[src/rtl/shift_seq.sv]
// Multi-cycle barrel-shifter replacement: shifts a 32-bit operand one bit per clock
// with carry-out, using a three-state valid/ready handshake on both sides.
module shift_seq (
  input  logic        clk,
  input  logic        reset,
  input  logic        flush,
  input  logic        in_valid,
  output logic        in_ready,
  input  logic [31:0] a,
  input  logic [7:0]  amt,
  input  logic [1:0]  typ,
  input  logic        carry_in,
  output logic [31:0] y,
  output logic        carry_out,
  output logic        out_valid,
  input  logic        out_ready
);

  typedef enum logic [1:0] {IDLE, SHIFT, DONE} state_t;

  state_t      state;
  logic [1:0]  typ_q;
  logic [5:0]  cnt;
  logic [5:0]  n;

  // Step count: 33 shifts clear LSL/LSR completely, ASR saturates at 32, ROR wraps.
  always_comb begin
    n = 6'd0;
    case (typ)
      2'b10:   n = (amt >= 8'd32) ? 6'd32 : amt[5:0];
      2'b11:   n = {1'b0, amt[4:0]};
      default: n = (amt >= 8'd33) ? 6'd33 : amt[5:0];
    endcase
  end

  assign in_ready  = (state == IDLE);
  assign out_valid = (state == DONE);

  always_ff @(posedge clk) begin
    if (reset) begin
      state     <= IDLE;
      y         <= 32'd0;
      carry_out <= 1'b0;
      cnt       <= 6'd0;
      typ_q     <= 2'b00;
    end else if (flush) begin
      state <= IDLE;
    end else begin
      case (state)
        IDLE: begin
          if (in_valid) begin
            typ_q <= typ;
            cnt   <= n;
            if (n == 6'd0) begin
              state <= DONE;
              if (typ != 2'b11) begin
                y         <= a;
                carry_out <= carry_in;
              end else if (amt == 8'd0) begin
                // RRX: rotate right by one through the carry flag
                y         <= {carry_in, a[31:1]};
                carry_out <= a[0];
              end else begin
                y         <= a;
                carry_out <= a[31];
              end
            end else begin
              y     <= a;
              state <= SHIFT;
            end
          end
        end
        SHIFT: begin
          case (typ_q)
            2'b00: begin
              carry_out <= y[31];
              y         <= {y[30:0], 1'b0};
            end
            2'b01: begin
              carry_out <= y[0];
              y         <= {1'b0, y[31:1]};
            end
            2'b10: begin
              carry_out <= y[0];
              y         <= {y[31], y[31:1]};
            end
            default: begin
              carry_out <= y[0];
              y         <= {y[0], y[31:1]};
            end
          endcase
          cnt <= cnt - 6'd1;
          if (cnt == 6'd1) state <= DONE;
        end
        DONE: begin
          if (out_ready) state <= IDLE;
        end
        default: state <= IDLE;
      endcase
    end
  end

endmodule

[config.mk]
export PLATFORM = sky130hd
export DESIGN_NAME = shift_seq
export DESIGN_NICKNAME = d
export VERILOG_FILES = /design/src/rtl/shift_seq.sv
export SDC_FILE = /design/constraint.sdc
export NUM_CORES = 1
export LEC_CHECK = 0
export CAP_MARGIN = 20
export CELL_PAD_IN_SITES_DETAIL_PLACEMENT = 0
export CELL_PAD_IN_SITES_GLOBAL_PLACEMENT = 1
export CORE_MARGIN = 2
export CORE_UTILIZATION = 39
export CTS_BUF_LIST = sky130_fd_sc_hd__clkbuf_16
export DETAILED_ROUTE_END_ITERATION = 10
export PLACE_DENSITY = 0.9
export REMOVE_ABC_BUFFERS = 1
export SLEW_MARGIN = 10
export SYNTH_ARGS = -nofsm -noshare
export SYNTH_HDL_FRONTEND = slang
export SYNTH_SLANG_ARGS = --single-unit
[constraint.sdc]
create_clock -name clk -period 4.37 [get_ports clk]
set_input_delay 1.311 -clock clk [delete_from_list [all_inputs] [get_ports clk]]
set_output_delay 1.311 -clock clk [all_outputs]
set_load 0.01 [all_outputs]
### Word level (Yosys, flattened, before mapping)

Cells that the tools add are included.
Widths: inputs -> output; s select.

* $add $sub $neg: 1
* multipliers: 0
* div/mod/pow operators: 0
* magnitude comparators: 2
* eq/ne operators: 13
* shift-type cells: 0
* multiplexer cells: 22
* bitwise operators: 1
* reductions and logical operators: 11

Operators by type and width (count)
* $mux 32: 4
* $pmux 32 s3: 1
* $pmux 32 s2: 1
* $pmux 6 s2: 2
* $mux 6: 3
* $ge 8x6->1 const B: 2
* $reduce_and 3->1: 3
* $eq 2x2->1 const B: 4
* $logic_not 8->1: 1
* $mux 2: 4
* $ne 2x2->1 const B: 4
* $reduce_and 4->1: 2
* $eq 6x1->1 const B: 1
* $logic_not 6->1: 1
* $pmux 2 s3: 1
* $sub 6x1->6 const B: 1
* $mux 1: 5
* $eq 2x1->1 const B: 2
* $logic_not 2->1: 2
* $ne 2x1->1 const B: 2
* $pmux 1 s2: 1
* $reduce_bool 2->1: 1
* $reduce_or 2->1: 1
* $not 1->1: 1

* register bits after elaboration: 43
* latch bits: 0
* bits in writable memories: 0
* ROM bits: 0
* output and inout bits: 35
* word-level logic and storage cells: 56
* memories: 0

### Longest topological paths before layout

* depth after elaboration: 7
* depth in mapped cells: 6
* mapped depth without buffers: 5

### Least setup slack after synthesis

OpenSTA, ideal clock, no wires.

* kind: in2reg
* from: input port amt[0]
* to: register y[10]
* setup time: 148 ps
* data arrival time: 2817 ps
* required time: 4222 ps
* slack: 1405 ps
* stages on the path: 6
* buffers on the path: 2
* cell sequence: or4_4 > buf_6 > nor4_4 > buf_6 > mux2i_1 > a221oi_2

* word-level cells in the longest chain between the ends: 7
* elaborated cells on any way between the ends: 12
* those cells by class: order compare: 2; mux: 8; reduce/logical: 2

Ends and longest elaborated chain
* start: declaration: line 10 `input logic [7:0] amt,`
* $ge 8x6->1 (on tied branches): line 32, 30
* $mux 6 (on tied branches): line 32, 30
* $pmux 6 s2: line 29 `case (typ)`
* $logic_not 6->1: line 54 `if (n == 6'd0) begin`
* $mux 32 (*): line 54
* $mux 32 (*): line 51 `if (in_valid) begin`
* $pmux 32 s2 (*): line 49 `case (state)`
* end signal: assignment: line 61 `y <= {carry_in, a[31:1]};`
* end signal: assignment: line 77 `y <= {y[30:0], 1'b0};`
* end signal: assignment: line 81 `y <= {1'b0, y[31:1]};`
* end: declaration: line 13 `output logic [31:0] y,`

Mark *: on every way between the ends. The rest lies on a longest branch, timed or not. The select of a mux whose other input is x is not followed.
A chain may end at the register's enable or synchronous reset.

### Worst setup path in the final report

* from: input port amt[7]
* to: register y[30]

Same word-level chain as after synthesis.

==> flow_summary.ini <==
[status]
status = finished clean

[final_layout]
drive_above_1_share = 0.1326
post-route-util = 0.5629
final_nets = 412
syn2layout_area_growth_pct = 37.84
instances_no_fill = 458
antenna_cells = 0
finalInstanceArea_mm2 = 0.003887

[synth]
syn_area_mm2 = 0.002820
synthDistinctLibCells = 39
synth_edf_count = 0
yosysTopAreaCellShare = 0.3052
postSynthAreaPerCell_um2 = 9.658
syn-instance-count = 292
ys_ff_latch = 43
yosys.area.top_type = dfxtp_1
async_reset_ff_frac = 0
yosysWarnings = 0
synth_area_leaders = dfxtp_1 (31%), mux2i_1 (23%), a221oi_2 (14%), o21ai_0 (6.7%), clkbuf_1 (2.8%)
ys_seq_area_frac = 0.3052
synth_most_common_cell = mux2i_1
synth-main-ff-cell = dfxtp_1
synth_common_cells = mux2i_1 (65), dfxtp_1 (43), o21ai_0 (38), a221oi_2 (27), clkbuf_1 (21)

[sta]
slew_violations = 0
fin_crit_sh = 0.7581
setup_viol = 0
rsz0062_at_grt = false
fin_tns_setup_ns = 0
slew_headroom = 0.3978
fmax_mhz = 301.9
hold_ws_ns = 0.5006
fin_skew_ns = 0.005426
setup_slack_ns = 1.057
tightest_slew_ns = 0.9023
hold_viol = 0
period_needed_ns = 3.313

[cts]
path_clk_slew_ns = 0.06
post_cts_resized = 0
hold_buffers = 0
cts_tree = built
cts-root-buf = clkbuf_16
htreeDepth = 2
clkSinkCount = 43
clock_latency_ns = 0.28
postCtsSetupRepairBufs = 0
cts_buffer_depth = 2
cts_buffers = 5

[setup_path]
rr_worst_depth = 4
cp-end-kind = register
reg2reg_setup_slack_ns = 1.98
crit_path_max_fanout = 33
r2r-end = y[1]
crit_type = in2reg
worstPathRequired_ns = 4.49
arrival_ns = 3.43
startpoint_type = primary input
r2r-start = state[0]

[run]
maxCapViolations = 0

[power]
vdd_ir_drop_max_v = 0.0001674
finalPower_mw = 1.151
cellPowerDensity_mw_per_mm2 = 296.0
power_leakage_nw = 1.475

[placement]
io_buffers = 82
placed_area_mm2 = 0.003729
hpwl_um = 5395
gp_congestion = 0.8490
dp_slack_ns = 0.7962
dp_cells = 451

[die]
ioPinCount = 83
start_util = 0.4083
core_area_mm2 = 0.006907
die_area_mm2 = 0.007927
rows = 30
dieHeight_um = 89.04
die_x_um = 89.04

[global_route]
grt_overflow = 0
grtUsageTotal = 0.1962
grt_first_pass_wirelength_um = 12370
grt_antenna_before_repair = 0
grt_max_degree = 34
grt_pass1_vias = 2525

[routing]
firstDrtPassIters = 4
via_per_inst = 5.699
dr_total_vias = 2610
antenna_left = 0
drt_iter0_drc = 109
wl_um = 7666
drc = 0
wl_per_cell_um = 16.74

[min_path]
min_path_type = reg2reg
min_to = cnt[5]
hold_depth = 2
worstHoldStart = cnt[5]
## cell families after synthesis
logic type	count (synthesis)	share of synthesized area
and+or+nand+nor	50	0.1016
AOI/OAI and AO/OA	97	0.2955
muxes	65	0.2307
adders and majority gates	2	0.008872
buffers and inverters	35	0.05812
DFF	43	0.3052
## cell usage in the layout, fill, tap and decap left out, types with 2 or more instances in the layout
cell type        count
nor3_1               5
clkbuf_16            5
buf_4                7
and4b_1              2
a21oi_1              8
o21ai_0             38
nand3_1              5
a221oi_2            27
nor2_4               2
nand2_1              6
nor2b_1              2
mux2i_1             65
nor4_1               2
dfxtp_1             43
o21a_1               2
inv_1                9
a31oi_1              5
ha_1                 2
a221oi_1             4
nor2_1              13
clkdlybuf4s50_1     82
or3_1                4
nand3b_1             3
a211oi_1             2
## flip-flops by register name, indices dropped and copies added (netlist names)
signal and count:
state 2, typ_q 2, cnt 6, carry_out 1, y 32
## how the worst max path moves through the flow
stage,cells past startpoint,slack (ns),endpoint,startpoint
2_1_floorplan,4,-0.24,cnt[0],in_valid
5_1_grt,6,0.93,y[30],amt[7]
3_5_place_dp,6,0.80,y[15],amt[5]
6_report,6,1.06,y[30],amt[7]
3_3_place_gp,6,0.86,y[21],amt[0]
4_1_cts,6,1.09,y[30],amt[5]
## per-layer routing
metal  track usage  share of wire  vias to the layer above
met5             0              0                        -
met4       0.04885         0.0091                        0
met3       0.03509          0.036                        6
met2        0.3358           0.48                       60
met1        0.2566           0.48                     1260
li1              -              -                     1284
## area by class of cell
cell class / count / area, µm²
clock buffers: 5 / 125.1
multi-input cells: 214 / 1824
fillers: 639 / 3019
clock inverters: 2 / 33.78
flip-flops and latches: 43 / 860.8
inverters: 8 / 30.03
repair buffers: 90 / 893.4
well taps: 96 / 120.1
## report_power, final
group / internal, mW / switching (mW) / total, mW
combinational: 0.148 / 0.134 / 0.282
sequential: 0.422 / 0.0335 / 0.455
clock: 0.264 / 0.149 / 0.413
total: 0.834 / 0.316 / 1.15
## worst max-delay path, cell delays in order
cell and delay [ns]:
clkdlybuf4s50_1 0.46, or3_1 0.47, nor4_4 0.27, buf_4 0.50, mux2i_1 0.27, a221oi_1 0.10
(Power assumes the default switching activity.)
